$ cat config.mk
export PLATFORM = sky130hd
export DESIGN_NAME = stch2dec_window
export DESIGN_NICKNAME = d
export VERILOG_FILES = /design/src/rtl/stch_pkg.sv /design/src/rtl/stch_ones_cnt.sv /design/src/rtl/stch2dec_window.sv
export SDC_FILE = /design/constraint.sdc
export NUM_CORES = 1
export LEC_CHECK = 0
export ABC_AREA = 1
export CORE_MARGIN = 2
export CORE_UTILIZATION = 50
export CTS_CLUSTER_DIAMETER = 100
export DETAILED_ROUTE_END_ITERATION = 8
export DONT_BUFFER_PORTS = 1
export PLACE_DENSITY = 0.63
export SYNTH_ARGS = -nofsm -noshare
export SYNTH_HDL_FRONTEND = slang
export SYNTH_SLANG_ARGS = --single-unit
$ cat constraint.sdc
create_clock -name i_clk -period 3.9 [get_ports i_clk]
set_input_delay 0.975 -clock i_clk [delete_from_list [all_inputs] [get_ports i_clk]]
set_output_delay 0.975 -clock i_clk [all_outputs]
set_load 0.005 [all_outputs]
$ cat src/rtl/stch_pkg.sv
// Shared definitions for the stochastic-to-decimal window converter.
package stch_pkg;
    localparam int ND_DEF = 8;
    localparam int W      = 1 << ND_DEF;

    typedef enum logic {
        IDLE  = 1'b0,
        ACCUM = 1'b1
    } state_t;
endpackage

$ cat src/rtl/stch_ones_cnt.sv
// Ones counter (ND+1 bits) plus window counter; flags the last sample of a 2^ND window.
module stch_ones_cnt
    import stch_pkg::*;
#(
    parameter int ND = ND_DEF
) (
    input  logic        i_clk,
    input  logic        i_rst_n,
    input  logic        i_clr,
    input  logic        i_en,
    input  logic        i_s,
    output logic [ND:0] o_ones_next,
    output logic        o_last
);
    logic [ND:0]   r_ones;
    logic [ND-1:0] r_win;

    // The last sample is folded into the result combinationally, so the count
    // presented at the window-end edge already includes it.
    assign o_ones_next = r_ones + {{ND{1'b0}}, i_s};
    assign o_last      = i_en && (r_win == {ND{1'b1}});

    always_ff @(posedge i_clk or negedge i_rst_n) begin
        if (!i_rst_n) begin
            r_ones <= '0;
            r_win  <= '0;
        end else if (i_clr) begin
            r_ones <= '0;
            r_win  <= '0;
        end else if (i_en) begin
            r_ones <= o_ones_next;
            r_win  <= r_win + 1'b1;
        end
    end
endmodule

$ cat src/rtl/stch2dec_window.sv
// Converts a stochastic bit stream to an ND-bit value over a 2^ND-cycle window, with a
// VALID/READY output register. Define STCH2DEC_BIPOLAR_EN for a two's-complement bipolar result.
module stch2dec_window
    import stch_pkg::*;
#(
    parameter int ND = ND_DEF
) (
    input  logic          i_clk,
    input  logic          i_init_n,
    input  logic          i_start,
    input  logic          i_cont,
    input  logic          i_s,
    input  logic          i_ready,
    output logic [ND-1:0] o_d_out,
    output logic          o_valid,
    output logic          o_ovf,
    output logic          o_busy
);
    state_t        r_state, w_state_nxt;
    logic          w_en, w_clr, w_last;
    logic [ND:0]   w_ones_next;
    logic [ND-1:0] w_sat;
    logic [ND-1:0] r_d_out;
    logic          r_valid, r_ovf;

    assign w_en = (r_state == ACCUM);

    stch_ones_cnt #(.ND(ND)) u_cnt (
        .i_clk       (i_clk),
        .i_rst_n     (i_init_n),
        .i_clr       (w_clr),
        .i_en        (w_en),
        .i_s         (i_s),
        .o_ones_next (w_ones_next),
        .o_last      (w_last)
    );

`ifdef STCH2DEC_BIPOLAR_EN
    // ones - 2^(ND-1) for ones < 2^ND is just an MSB flip; a full window clamps to max positive.
    assign w_sat = w_ones_next[ND] ? {1'b0, {(ND-1){1'b1}}}
                                   : {~w_ones_next[ND-1], w_ones_next[ND-2:0]};
`else
    assign w_sat = w_ones_next[ND] ? {ND{1'b1}} : w_ones_next[ND-1:0];
`endif

    always_ff @(posedge i_clk or negedge i_init_n) begin
        if (!i_init_n) r_state <= IDLE;
        else           r_state <= w_state_nxt;
    end

    always_comb begin
        w_state_nxt = r_state;
        w_clr       = 1'b0;
        case (r_state)
            IDLE: begin
                if (i_start) begin
                    w_state_nxt = ACCUM;
                    w_clr       = 1'b1;
                end
            end
            ACCUM: begin
                if (w_last) begin
                    w_state_nxt = i_cont ? ACCUM : IDLE;
                    w_clr       = 1'b1;
                end
            end
            default: w_state_nxt = IDLE;
        endcase
    end

    // A new result always wins over a same-edge READY, so back-to-back windows never bubble.
    always_ff @(posedge i_clk or negedge i_init_n) begin
        if (!i_init_n) begin
            r_d_out <= '0;
            r_valid <= 1'b0;
            r_ovf   <= 1'b0;
        end else if (w_last) begin
            r_d_out <= w_sat;
            r_valid <= 1'b1;
            if (r_valid && !i_ready) r_ovf <= 1'b1;
        end else if (r_valid && i_ready) begin
            r_valid <= 1'b0;
        end
    end

    assign o_d_out = r_d_out;
    assign o_valid = r_valid;
    assign o_ovf   = r_ovf;
    assign o_busy  = w_en;
endmodule

==> summary.txt <==
Routing
  • Routed WL: between 2 and 3 mm
  • Number of DRC violations after detailed-routing iteration 0: 36
  • Via Count: about 1.1k
  • Total DRC errors in the routed layout: 0
  • Routed length per instance: around 13 um
  • Antenna-violating nets left: 0
  • Number of search-and-repair iterations in the first detailed-routing pass: 3
  • Ratio of routed vias to standard cells: around 5.2

Timing
  • Max-Slew Margin vs Limit: about four fifths
  • Hold Slack: ~300 ps
  • Setup violations, final: 0
  • Max Transition Viols Final: 0
  • Hold Fails Final Rpt: 0
  • Worst clock skew: about 5.3 ps
  • Achievable Freq: about 550 MHz
  • Min cycle time layout: 1810 ps
  • Unrepaired setup endpoints after global routing: false
  • Ratio of final minimum period to clock period: a little under half
  • Final TNS setup: 0 ps
  • Measured slew at the worst slew-check pin: around 290 ps

Clock network
  • Resize count post-CTS: 0
  • Number of setup buffers added after CTS: 0
  • Clock transition at path regs: between 150 and 200 ps
  • Clock Tree Buf Depth: 2
  • Number of clock buffers inserted by TritonCTS: 3
  • Clock tree from TritonCTS: done
  • Clock tree root buffer cell: sky130_fd_sc_hd__clkbuf_4
  • Number of H-tree levels: 1
  • Hold bufs inserted after CTS: 0
  • Clock insertion delay at the later pin of the skew report: 330 ps
  • Count of clock tree sinks: 28

Job
  • Max Cap Violations: 0

Logic synthesis
  • Post-synthesis register bit count: 28
  • Post-synthesis sequential area ratio: a little under 50%
  • Leading cell types by total area after synthesis: sky130_fd_sc_hd__dfrtp_1, sky130_fd_sc_hd__nand2_1, sky130_fd_sc_hd__inv_1
  • Async S/R FF share, synth: 100%
  • Yosys cell types: 22
  • Synth Area per Inst: around 8.1 sq um
  • Post-synth top area cell: sky130_fd_sc_hd__dfrtp_1
  • Leading cell types by count after synthesis: sky130_fd_sc_hd__nand2_1, sky130_fd_sc_hd__dfrtp_1, sky130_fd_sc_hd__inv_1, sky130_fd_sc_hd__nor2_1
  • Syn. warnings: 0
  • Most used flip-flop cell after synthesis: sky130_fd_sc_hd__dfrtp_1
  • Netlist Area Pre-Place: roughly 1400 sq um
  • Synth Net Count: ~180
  • Top-area cell type share of the netlist area: just under 50%
  • Syn Inst Count: 173
  • Dominant cell by count in the synthesized netlist: sky130_fd_sc_hd__nand2_1
  • Post-synth EDFFs: 0

Placement
  • Total placed cells including tap cells: 201
  • Port-buffer cells: 0
  • Last weighted congestion value of the routability-driven placer: roughly 0.80
  • Total half-perimeter wirelength after legalization and detailed placement: approximately 1.9 mm

Setup path
  • Setup Crit Path Kind: register to output port
  • Req. time, crit path: 2920 ps
  • CP arrival: a little over 800 ps
  • Critical-path maximum fanout: 5
  • Element type at the critical path start: register
  • Kind of end point of the critical path: output port

Power and ir drop
  • Power per standard cell area: between 700 and 800 nW/um^2
  • Worst ir drop on vdd: around 0.35 mV
  • Leak pwr: 0.000711 uW

Cells and area
  • Ratio of cells with drive above 1 in the final layout: 9.77%
  • Area growth from synthesis to layout: 4.09%
  • Finished Core Util: 54.1%
  • Net total in the final layout: roughly 180
  • Post-route non-filler standard cell count: between 200 and 250
  • Count of antenna diodes in the layout: 0

Run status
  • Status: finished clean

Die
  • Overall die area: around 3300 sq um
  • Core area: around 2700 sq um
  • Die outline width: 57.1 um
  • Die outline height: between 50 and 60 um
  • Starting Density: slightly above 50%
  • Cell row count: 19
  • IO Count: 17

Global route
  • Global route overflow: 0
  • Vias in the first global route: ~1.1k
  • Largest net degree at the start of global routing: 29
  • Initial antenna violation count: 0
  • Total global-route track usage: between 10% and 20%
  • First-pass GRT wire length: between 4 and 5 mm

Hold path
  • Hold Path Class: input pin to async pin
## through the flow
step | power (uW) | cell area, sq um | setup WS (ps)
floorplan | 787 | 1410 | 1910
global placement | 850 | 1410 | 1820
detailed placement | 861 | 1410 | 1790
CTS | 1060 | 1470 | 2070
global route | 1140 | 1470 | 2010
finish | 1040 | 1470 | 2090
## sequential cells by signal, indices dropped and copies added, names as in the netlist
name and cells:
o_busy 1, o_d_out 8, o_ovf 1, o_valid 1, u_cnt.r_ones 9, u_cnt.r_win 8
## final timing paths
| kind | slack [ps] | from | depth (start not counted) | endpoint |
|---|---|---|---|---|
| max in group asynchronous | 3520 | i_init_n | 0 | u_cnt.r_ones[1]$_DFFE_PN0P_ |
| setup / recovery | 2090 | o_busy$_DFF_PN0_ | 0 | o_busy |
| setup reg to reg | 2320 | u_cnt.r_win[0]$_DFFE_PN0P_ | 8 | u_cnt.r_win[6]$_DFFE_PN0P_ |
| min in group i_clk | 500 | u_cnt.r_win[7]$_DFFE_PN0P_ | 2 | u_cnt.r_win[7]$_DFFE_PN0P_ |
| hold / removal | 300 | i_init_n | 0 | u_cnt.r_ones[7]$_DFFE_PN0P_ |
| hold reg to reg | 500 | u_cnt.r_win[7]$_DFFE_PN0P_ | 2 | u_cnt.r_win[7]$_DFFE_PN0P_ |
## area by class of cell
cell class	count	area, sq um
clock buffer	3	22.5
multi-input combinational	125	611
tap	31	38.8
clock inverter	1	30.0
fill	278	1240
sequential	28	701
inverter	17	63.8
## cell families after synthesis
family	Yosys count	share of synthesized area, %
xor gates and xnor gates	4	2.49
buffers and inverters	20	6.93
AOI/OAI and AO/OA	19	7.99
and+or+nand+nor	99	30.2
adders and majority gates	3	2.66
DFF	28	49.7
## metal layers
layer  up-vias  track usage [%]  part of all wire [%]
met5         -                0                     0
met4         0             8.31                   1.7
met3         4             2.49                   1.9
met2        10             32.5                    50
met1       501             21.2                    46
li1        551                -                     -
## cells in the final DEF, fill, tap and decap left out
| master | synthesis | layout |
|---|---|---|
| sky130_fd_sc_hd__o21bai_1 | 1 | 1 |
| sky130_fd_sc_hd__nor2_2 | 3 | 3 |
| sky130_fd_sc_hd__nand3_2 | 2 | 2 |
| sky130_fd_sc_hd__o21ai_0 | 7 | 7 |
| sky130_fd_sc_hd__clkinv_1 | 1 | 1 |
| sky130_fd_sc_hd__nand2_2 | 3 | 3 |
| sky130_fd_sc_hd__clkbuf_4 | 0 | 3 |
| sky130_fd_sc_hd__o21bai_2 | 1 | 1 |
| sky130_fd_sc_hd__bufinv_16 | 0 | 1 |
| sky130_fd_sc_hd__xnor2_1 | 1 | 1 |
| sky130_fd_sc_hd__o21ai_1 | 3 | 3 |
| sky130_fd_sc_hd__nor2_1 | 10 | 10 |
| sky130_fd_sc_hd__or2_4 | 1 | 1 |
| sky130_fd_sc_hd__xor2_1 | 3 | 3 |
| sky130_fd_sc_hd__nand4_1 | 2 | 2 |
| sky130_fd_sc_hd__inv_1 | 14 | 14 |
| sky130_fd_sc_hd__nor2_4 | 1 | 1 |
| sky130_fd_sc_hd__nand3_1 | 7 | 7 |
| sky130_fd_sc_hd__nand2_1 | 70 | 70 |
| sky130_fd_sc_hd__ha_1 | 3 | 3 |
| sky130_fd_sc_hd__dfrtp_1 | 28 | 28 |
| sky130_fd_sc_hd__o22ai_1 | 7 | 7 |
| sky130_fd_sc_hd__inv_2 | 2 | 2 |
## power breakdown
part / switching [uW] / internal [uW] / leakage (uW)
Clock: 89.2 / 104 / 0.0000279
Sequential: 110 / 413 / 0.000312
Combinational: 193 / 135 / 0.000371
Note: power is estimated with default switching activity, not from simulation.
